<file path="config.mk">
export PLATFORM = sky130hd
export DESIGN_NAME = regfile_write_arbiter
export DESIGN_NICKNAME = d
export VERILOG_FILES = /design/src/rtl/regfile_write_arbiter.sv
export SDC_FILE = /design/constraint.sdc
export NUM_CORES = 1
export LEC_CHECK = 0
export CAP_MARGIN = 30
export CORE_UTILIZATION = 45
export DETAILED_ROUTE_END_ITERATION = 6
export PLACE_DENSITY = 0.76
export SLEW_MARGIN = 20
export SYNTH_ARGS = -nofsm -noshare
export SYNTH_HDL_FRONTEND = slang
export SYNTH_SLANG_ARGS = --single-unit
</file>
<file path="constraint.sdc">
create_clock -name clk -period 5.35 [get_ports clk]
set_input_delay 1.3375 -clock clk [delete_from_list [all_inputs] [get_ports clk]]
set_output_delay 1.3375 -clock clk [all_outputs]
set_load 0.01 [all_outputs]
</file>
<file path="src/rtl/regfile_write_arbiter.sv">
// Round-robin arbiter that shares the single register-file write port among
// several writeback requesters. Acceptance is combinational; the write port
// (W_addr / W_data / wr_enable) and grant_id are registered one cycle later.
// Register 0 writes complete the handshake but never raise wr_enable.
module regfile_write_arbiter #(
    parameter int width   = 32,
    parameter int NUM_REQ = 3
) (
    input  logic                       clk,
    input  logic                       reset,
    input  logic                       stall,
    input  logic [NUM_REQ-1:0]         req_valid,
    input  logic [5*NUM_REQ-1:0]       req_addr,
    input  logic [width*NUM_REQ-1:0]   req_data,
    output logic [NUM_REQ-1:0]         req_ready,
    output logic [4:0]                 W_addr,
    output logic [width-1:0]           W_data,
    output logic                       wr_enable,
    output logic [$clog2(NUM_REQ)-1:0] grant_id
);

    localparam int ID_W = $clog2(NUM_REQ);

    logic [ID_W-1:0]  ptr;
    logic [ID_W-1:0]  ptr_next;
    logic [ID_W-1:0]  gnt_idx;
    logic             xfer;
    logic [4:0]       sel_addr;
    logic [width-1:0] sel_data;

    // Search upward from ptr (wrapping) for the first valid requester; stall
    // and reset both suppress acceptance.
    always_comb begin
        int idx;
        idx       = 0;
        xfer      = 1'b0;
        gnt_idx   = '0;
        sel_addr  = '0;
        sel_data  = '0;
        req_ready = '0;
        for (int k = 0; k < NUM_REQ; k++) begin
            idx = int'(ptr) + k;
            if (idx >= NUM_REQ) begin
                idx = idx - NUM_REQ;
            end
            if (!xfer && req_valid[idx]) begin
                xfer     = 1'b1;
                gnt_idx  = ID_W'(idx);
                sel_addr = req_addr[5*idx +: 5];
                sel_data = req_data[width*idx +: width];
            end
        end
        if (stall || !reset) begin
            xfer = 1'b0;
        end
        if (xfer) begin
            req_ready[gnt_idx] = 1'b1;
        end
    end

    // Winner drops to lowest priority: pointer moves just past it.
    always_comb begin
        if (gnt_idx == ID_W'(NUM_REQ - 1)) begin
            ptr_next = '0;
        end else begin
            ptr_next = gnt_idx + 1'b1;
        end
    end

    // Register the accepted write; idle cycles drop wr_enable and hold the rest.
    always_ff @(posedge clk or negedge reset) begin
        if (!reset) begin
            ptr       <= '0;
            W_addr    <= '0;
            W_data    <= '0;
            wr_enable <= 1'b0;
            grant_id  <= '0;
        end else begin
            if (xfer) begin
                ptr      <= ptr_next;
                W_addr   <= sel_addr;
                W_data   <= sel_data;
                grant_id <= gnt_idx;
            end
            wr_enable <= xfer && (sel_addr != 5'd0);
        end
    end

endmodule

</file>
Word level (Yosys, flattened, before mapping)
Cells that the tools add are included.
- output and inout port bits: 43
- bits of input ports: 117
- word-level logic and storage cells: 67
- register bits after elaboration: 42
- order comparisons: 8
- mux-type cells: 29
- equality and inequality tests: 1
- reduce and logical (&&, ||, !) cells: 9
- multipliers: 3
- add/sub/neg operators: 6
- shifts and indexed selects: 6
- operator list (cell ; count):
    96-bit by 32-bit indexed part select with 32-bit output ; 3
    32-bit two-way mux ; 6
    32-bit by 4-bit less-than comparator with 1-bit output, second input constant ; 3
    4-bit by 32-bit multiplier with 32-bit output, first input constant ; 3
    15-bit by 32-bit indexed part select with 5-bit output ; 3
    5-bit two-way mux ; 3
    1-bit two-way mux ; 11
    2-bit two-way mux ; 4
    3-bit by 2-bit subtractor with 4-bit output, second input constant ; 2
    1-bit binary-select mux with 2-bit select ; 3
    3-bit by 2-bit greater-or-equal comparator with 1-bit output, second input constant ; 2
    5-bit nonzero test ; 1
    1-bit logical AND ; 4
    2-bit by 1-bit adder with 3-bit output, second input constant ; 1
    2-bit by 2-bit adder with 3-bit output, second input constant ; 1
    1-bit zero test ; 3
    2-bit by 3-bit less-than comparator with 1-bit output, second input constant ; 1
    3-bit two-way mux ; 1
    2-bit by 2-bit subtractor with 3-bit output, second input constant ; 1
    2-bit by 1-bit adder with 2-bit output, second input constant ; 1
    1-bit demux with 2-bit select ; 1
    2-bit equality test, second input constant ; 1
    2-bit by 1-bit greater-or-equal comparator with 1-bit output, second input constant ; 1
    2-bit greater-or-equal comparator, second input constant ; 1
    1-bit logical OR ; 1

Logic depth before layout (Yosys ltp)
Gate-level depths: netlist of the first run.
- depth after elaboration: 17
- depth in mapped cells: 13
- gate-level depth less buffers: 11

Least setup slack after synthesis of the first run
OpenSTA, ideal clock, no wires.
- path kind: input-to-output
- from: input req_valid[2]
- to: output req_ready[1]
- arrival time: 2.591 ns
- setup slack: 1.422 ns
- stages: 7
- buffers on the path: 2
- required time: 4.013 ns
- path through: buf_4 nor2_1 maj3_2 a221oi_4 buf_4 nand3b_1 inv_2
- longest elaborated chain between the ends: 15
- elaborated cells between the ends (all ways): 26
- those cells by class: order compare: 2; mux: 19; reduce/logical: 5
- RTL lines (element ; RTL line ; text):
    from (decl) ; 12 ; input logic [NUM_REQ-1:0] req_valid,
    1-bit binary-select mux with 2-bit select ; 46 ; if (!xfer && req_valid[idx]) begin
    1-bit two-way mux (implied by the code) (2 in series) ; 46 ;
    1-bit two-way mux ; 46 ;
    1-bit zero test ; 46 ;
    1-bit logical AND ; 46 ;
    1-bit two-way mux ; 46 ;
    1-bit zero test ; 46 ;
    1-bit logical AND ; 46 ;
    2-bit two-way mux ; 46 ;
    2-bit by 3-bit less-than comparator with 1-bit output (implied by the code) / 2-bit by 1-bit greater-or-equal comparator with 1-bit output (equally long branches) ; 57 ; req_ready[gnt_idx] = 1'b1;
    1-bit logical AND (implied by the code) ; 57 ;
    1-bit two-way mux (implied by the code) ; 57 ;
    1-bit demux with 2-bit select ; 57 ;
    3-bit two-way mux (*) ; 56 ; if (xfer) begin
    to (decl) ; 15 ; output logic [NUM_REQ-1:0] req_ready,
Every way passes the cells marked *; elsewhere a longest branch is shown, timed or not. The select of a mux whose other input is x is not followed.

Final worst setup path of the first run
- from: input req_valid[2]
- to: output req_ready[2]
The elaborated chain is that of the path after synthesis.

==> summary.md, run 1 <==
| Metric | Value |
|---|---|
| Outcome | finished clean |
| EDFF count, synth | 0 |
| Slew at the pin closest to its max-slew limit | 945 ps |
| DRT iter0 DRCs | 436 |
| Initial Utilization | 46.6% |
| Boundary Pins | 160 |
| Count of different cell masters after synthesis | 56 |
| Hold_ws | 501 ps |
| Vert. Die Dim | 108 µm |
| Tmin final | 5020 ps |
| CTS tree | done |
| Most common cell after layout, fill and taps aside | clkdlybuf4s50_1 |
| Number of antenna-violating nets in the routed design | 0 |
| Int Pwr | 2.02 mW |
| Final wirelength | 16,700 µm |
| Row cnt | 38 |
| R2R Path Start | ptr[0] |
| Vias in the first global route | 5,596 |
| Max Fclk | 0.199 GHz |
| Worst min-delay path class | register to register |
| Clock buffer depth | 2 |
| Most frequent cells in the layout | clkdlybuf4s50_1, nand2_1, nor2_1, a21oi_1, mux2i_1 |
| Leading area contributor after synthesis | dfrtp_1 |
| Mapped Cells | 695 |
| Core Area | 10,900 µm² |
| Worst-path cell chain | clkdlybuf4s50_1 -> nor2_1 -> maj3_2 -> a221oi_4 -> inv_2 -> nor2_1 -> clkdlybuf4s50_1 |
| Post-Syn Area | 5070 µm² |
| PwrDens | 593 nW/µm² |
| # Post-CTS Setup Buffers | 0 |
| DR vias/cell | 6.09 |
| DRC viols | 0 |
| Grt total ovfl | 0 |
| Arrival time at the worst endpoint | 3680 ps |
| Net count, final | 935 |
| Lkg Pwr | 2.71 nW |
| DPL Wire Length | 11,000 µm |
| Die Wd | 108 µm |
| Port bufs | 159 |
| Crit Reg-Reg Endpoint | wr_enable |
| ANT cells | 0 |
| R2R setup slack | 1160 ps |
| Post-synth top area share | 20.7% |
| Largest net degree at the start of global routing | 96 |
| Fillers | 1,001 |
| Final hold vios | 0 |
| Fin. max-slew vios | 0 |
| Crit path largest cell delay | 650 ps |
| Initial antenna violation count | 0 |
| Combinational fraction of design power | 79.9% |
| Max-cap viol count | 0 |
| Footprint of the multi-input gates | 3700 µm² |
| Final period util | 93.8% |
| Hold path depth | 1 |
| WL per Instance | 17.6 µm |
| CP Launch Type | primary input |
| Hold buffers post-CTS | 0 |
| Worst slew margin | 37.0% |
| Clk sink count | 42 |
| Reg clk slew, reported paths | 80 ps |
| YS warnings | 0 |
| Register area share after synthesis | 20.7% |
| Hold_sp | grant_id[1] |
| GR Util All Layers | 28.2% |
| Worst Path Required | 4010 ps |
| Post-CTS sizing | 0 |
| Critical path class | primary input to output pin |
| Layout cells sized above 1 | 12.2% |
| RSZ-0062 raised after global routing | no |
| Worst-path maximum fanout | 10 |
| DR pass1 iterations | 5 |
| Clk_lat worst skew | 310 ps |
| CTS Buf Count | 5 |
| Routability cong. | 0.874 |
| H-tree Lvls | 2 |
| Hold endpoint | grant_id[1] |
| Area Overhead vs Synth | 34.0% |
| Max VDD drop | 0.000331 V |
| CP max stage cell | clkdlybuf4s50_1 |
| Vias | 5,802 |
| Placed cell areas | 6630 µm² |
| Endpoints failing setup | 0 |
| Clk pwr share | 5.6% |
| Root Driver | clkbuf_8 |
| Post-route cell area | 6790 µm² |
| Die Area | 11,700 µm² |
| Asr flop ratio synth | 100% |
| P_sw | 2.01 mW |
| Sw Ratio | 49.8% |
| Commonest register cell after synthesis | dfrtp_1 |
| Clock skew | 14.1 ps |
| Top cells by area, synth | dfrtp_1, nand2_1, a221oi_2 |
| Mapped Nets | 819 |
| First-pass GRT wire length | 26,500 µm |
| R2r worst-path depth | 12 |
| Final setup TNS | 0 ps |
| Sequential power share | 14.5% |
| Synth Area per Inst | 7.29 µm² |
| Worst setup EP type | output pin |
| Register area | 1050 µm² |
| Register bit count reported by yosys | 42 |
[final cells by class]
cell class,count,area share [%]
clock buffers,7,1.27
clock inverters,1,0.0737
inverters,10,0.553
multi-input cells,580,54.5
flip-flops and latches,42,15.5
well taps,140,2.58
repair buffers,172,25.6
[per-stage QoR]
step                setup WS, ps  utilization [%]  cells  total power [mW]
floorplan                   1420                -    695              2.83
CTS                          337             61.7    949              3.93
detailed placement           343             60.9    941              3.70
finish                       332             62.4    952              4.03
global route                 210             62.4    952              4.32
global placement             446             60.9    941              3.61
[kinds of logic after synthesis]
group | after synthesis | share of synthesized area (%)
other | 2 | 0.148
xor gates and xnor gates | 2 | 0.346
AOI/OAI and AO/OA | 243 | 36.8
buffers and inverters | 73 | 7.21
adders and majority gates | 9 | 2.30
muxes | 44 | 8.69
and+or+nand+nor | 280 | 23.8
DFF | 42 | 20.7
[worst max-delay path by stage]
| stage | slack, ps | cells after the start | endpoint | start |
|---|---|---|---|---|
| floorplan | 1420 | 7 | req_ready[1] | req_valid[2] |
| global placement | 450 | 7 | req_ready[2] | req_valid[2] |
| detailed placement | 340 | 7 | req_ready[2] | req_valid[1] |
| CTS | 340 | 7 | req_ready[2] | req_valid[2] |
| global route | 210 | 7 | req_ready[2] | req_valid[2] |
| finish | 330 | 7 | req_ready[2] | req_valid[2] |
[synthesized netlist by cell type, types with 5 or more instances]
| library cell | instances |
|---|---|
| nand2b_1 | 34 |
| inv_1 | 5 |
| clkbuf_1 | 22 |
| mux2i_1 | 44 |
| dfrtp_1 | 42 |
| buf_4 | 8 |
| o21ai_1 | 5 |
| a221oi_2 | 30 |
| o21ai_0 | 39 |
| nand2_1 | 144 |
| inv_2 | 5 |
| buf_2 | 25 |
| nor2_1 | 85 |
| a21oi_1 | 79 |
| ha_1 | 6 |
| a22o_1 | 34 |
| a21oi_2 | 30 |
[flip-flops by register name (all words and copies together) (netlist names)]
signal	flops
W_data	32
grant_id	2
ptr	2
W_addr	5
wr_enable	1
[power groups by stage]
stage,Sequential (mW),Clock (mW),Combinational (mW)
after floorplan,0.637,0,2.19
after global placement,0.583,0,3.02
after detailed placement,0.587,0,3.12
after CTS,0.582,0.229,3.12
after global routing,0.598,0.241,3.48
final,0.583,0.226,3.22
[critical path, delay by kind of cell]
family | cells | cell delay (ps)
buf+inv | 3 | 1340
compound gates | 1 | 370
fa+ha+maj | 1 | 340
simple gates | 2 | 290
[layer usage]
metal	wire (µm)	track usage, %
met5	0	0
met4	178	9.10
met3	1310	4.16
met2	8210	47.5
met1	7030	36.6
No activity file was read; power rests on OpenSTA's default activity.
==> run 2: changes to the inputs <==
--- a/config.mk
+++ b/config.mk
@@ -7,6 +7,7 @@
 export LEC_CHECK = 0
 export CAP_MARGIN = 30
 export CORE_UTILIZATION = 45
+export CTS_CLUSTER_SIZE = 30
 export DETAILED_ROUTE_END_ITERATION = 6
 export PLACE_DENSITY = 0.76
 export SLEW_MARGIN = 20
==> results of run 2 <==
No change in the layout: final DEF, timing and power equal those of run 1.
==> run 3: changes to the inputs <==
--- a/config.mk
+++ b/config.mk
@@ -7,6 +7,7 @@
 export LEC_CHECK = 0
 export CAP_MARGIN = 30
 export CORE_UTILIZATION = 45
+export CTS_CLUSTER_DIAMETER = 100
 export CTS_CLUSTER_SIZE = 30
 export DETAILED_ROUTE_END_ITERATION = 6
 export PLACE_DENSITY = 0.76
==> constraint.sdc (replaced) <==
create_clock -name clk -period 5.2 [get_ports clk]
set_input_delay 1.3 -clock clk [delete_from_list [all_inputs] [get_ports clk]]
set_output_delay 1.3 -clock clk [all_outputs]
set_load 0.01 [all_outputs]
==> run 3 against run 2 <==
Compared with the run above: hold slack improved by 11 ps; sequential power up 2%; final area decreased by 0.41%; clock skew decreased by 4.8 ps; die area did not move; global-route usage down 0.53 points; via count decreased by 2.3%; largest power group unchanged.
==> summary.md, run 3 (same netlist as run 1, synthesis figures left out) <==
| Metric | Value |
|---|---|
| Hold_sp | grant_id[1] |
| R2R Path Start | ptr[0] |
| Sw Ratio | 49.9% (+0.099 points) |
| Final wirelength | 16,400 µm (-1.8%) |
| ANT cells | 0 (unchanged) |
| Worst-path maximum fanout | 10 (unchanged) |
| First-pass GRT wire length | 25,900 µm (-2.0%) |
| PwrDens | 605 nW/µm² (+2.1%) |
| Outcome | finished clean |
| Biggest register | W_data |
| CTS Buf Count | 5 (unchanged) |
| Worst Path Required | 3900 ps (-110 ps) |
| Layout cells sized above 1 | 12.0% (-0.22 points) |
| Core Area | 10,900 µm² (unchanged) |
| Die Wd | 108 µm (unchanged) |
| Worst min-delay path class | register to register |
| Port bufs | 159 (unchanged) |
| GR Util All Layers | 27.6% (-0.53 points) |
| Combinational fraction of design power | 80.0% (about the same) |
| CTS tree | done |
| # Post-CTS Setup Buffers | 0 (unchanged) |
| Placed cell areas | 6650 µm² (+0.30%) |
| H-tree Lvls | 2 (unchanged) |
| Final period util | 94.6% |
| Clk_lat worst skew | 300 ps (about the same) |
| Critical path class | primary input to output pin |
| Row cnt | 38 (unchanged) |
| Fin. max-slew vios | 0 (unchanged) |
| Vert. Die Dim | 108 µm (unchanged) |
| Lkg Pwr | 2.70 nW (-0.53%) |
| DR vias/cell | 5.96 (-2.1%) |
| Largest net degree at the start of global routing | 64 (-33%) |
| Sequential power share | 14.5% (about the same) |
| RSZ-0062 raised after global routing | no |
| Net count, final | 933 (-0.21%) |
| Number of flip-flops in the largest register | 32 (unchanged) |
| Arrival time at the worst endpoint | 3620 ps (-60 ps) |
| Max VDD drop | 0.000305 V (-7.9%) |
| Worst slew margin | 40.2% (+3.2 points) |
| Max-cap viol count | 0 (unchanged) |
| Root Driver | clkbuf_8 |
| Clk sink count | 42 (unchanged) |
| CP Launch Type | primary input |
| Most common cell after layout, fill and taps aside | clkdlybuf4s50_1 |
| Vias in the first global route | 5,579 (-0.30%) |
| DRC viols | 0 (unchanged) |
| WL per Instance | 17.3 µm (-1.6%) |
| Final setup TNS | 0 ps (unchanged) |
| Max Fclk | 0.203 GHz |
| Initial antenna violation count | 0 (unchanged) |
| DRT iter0 DRCs | 395 (-9.4%) |
| Vias | 5,666 (-2.3%) |
| Grt total ovfl | 0 (unchanged) |
| Int Pwr | 2.05 mW (+1.5%) |
| Endpoints failing setup | 0 (unchanged) |
| Worst setup EP type | output pin |
| Dpl ws | 283 ps (-60.7 ps) |
| Biggest regs | W_data: 32 flops, W_addr: 5 flops |
| Crit path launch | req_valid[2] |
| Routability cong. | 0.847 (-3.1%) |
| P_sw | 2.04 mW (+1.9%) |
| Number of antenna-violating nets in the routed design | 0 (unchanged) |
| Tmin final | 4920 ps |
| Post-CTS sizing | 0 (unchanged) |
| Post-route cell area | 6770 µm² (-0.41%) |
| Final Util | 62.1% (-0.25 points) |
| DR pass1 iterations | 5 (unchanged) |
| Hold buffers post-CTS | 0 (unchanged) |
| DPL Wire Length | 11,200 µm (+1.7%) |
| Slew at the pin closest to its max-slew limit | 897 ps (-48.0 ps) |
| Reg clk slew, reported paths | 80 ps (about the same) |
| Boundary Pins | 160 (unchanged) |
| Die Area | 11,700 µm² (unchanged) |
| Area Overhead vs Synth | 33.5% |
| Clk pwr share | 5.5% (about the same) |
| Final hold vios | 0 (unchanged) |
| Clock skew | 9.28 ps (-4.83 ps) |
| Clock buffer depth | 2 (unchanged) |
| Most frequent cells in the layout | clkdlybuf4s50_1, nand2_1, nor2_1, a21oi_1, mux2i_1 |
| Initial Utilization | 46.6% (unchanged) |
| Post-layout worst setup margin | 279 ps (-53.6 ps) |
==> run 3: changes by cell type in the layout (fill, tap and decap cells not counted), sizes merged <==
cell,previous run,this run
buf,14,12
==> run 3: layer usage <==
layer  share of wire (%)  routed length (µm)  up-vias  track usage [%]
met5                   0                   0        -                0
met4                 1.0                 167        0             8.41
met3                 6.7                1100       17             4.52
met2                  50                8250      233             49.9
met1                  42                6900     2722             33.3
li1                    -                   -     2694                -
==> run 3: power groups by stage <==
| stage | logic [mW] | registers [mW] | clock network (mW) |
|---|---|---|---|
| 2_1_floorplan | 2.26 | 0.656 | 0 |
| 3_3_place_gp | 3.10 | 0.598 | 0 |
| 3_5_place_dp | 3.24 | 0.602 | 0 |
| 4_1_cts | 3.25 | 0.595 | 0.230 |
| 5_1_grt | 3.55 | 0.614 | 0.243 |
| 6_report | 3.27 | 0.594 | 0.225 |
==> run 3: path summary, 6_finish.rpt <==
| kind | slack, ps | cells past startpoint | end |
|---|---|---|---|
| hold / removal | 510 | 1 | grant_id[1] |
| setup / recovery | 280 | 7 | req_ready[2] |
| hold reg to reg | 510 | 1 | grant_id[1] |
| setup reg to reg | 1080 | 12 | wr_enable |
| min in group asynchronous | 1100 | 2 | W_data[15] |
| max in group asynchronous | 3720 | 2 | wr_enable |
==> run 3: critical path, cell delays in order <==
cell,delay [ps]
clkdlybuf4s50_1,630
nor2_1,100
maj3_2,340
a221oi_4,380
inv_2,110
nor2_1,200
clkdlybuf4s50_1,570
==> run 3: final cells by class <==
class,count,area (µm²)
multi-input combinational,580,3700
sequential,42,1050
inverter,10,37.5
clock buffer,7,86.3
timing repair buffer,170,1710
fill,1009,4120
clock inverter,1,5.00
tap,140,175
==> run 3: through the flow <==
step	power [mW]	hold WS (ps)	std cells
after floorplan	2.91	506	695
after global placement	3.70	484	940
after detailed placement	3.84	496	941
after CTS	4.07	511	949
after global routing	4.41	541	950
final	4.09	511	950
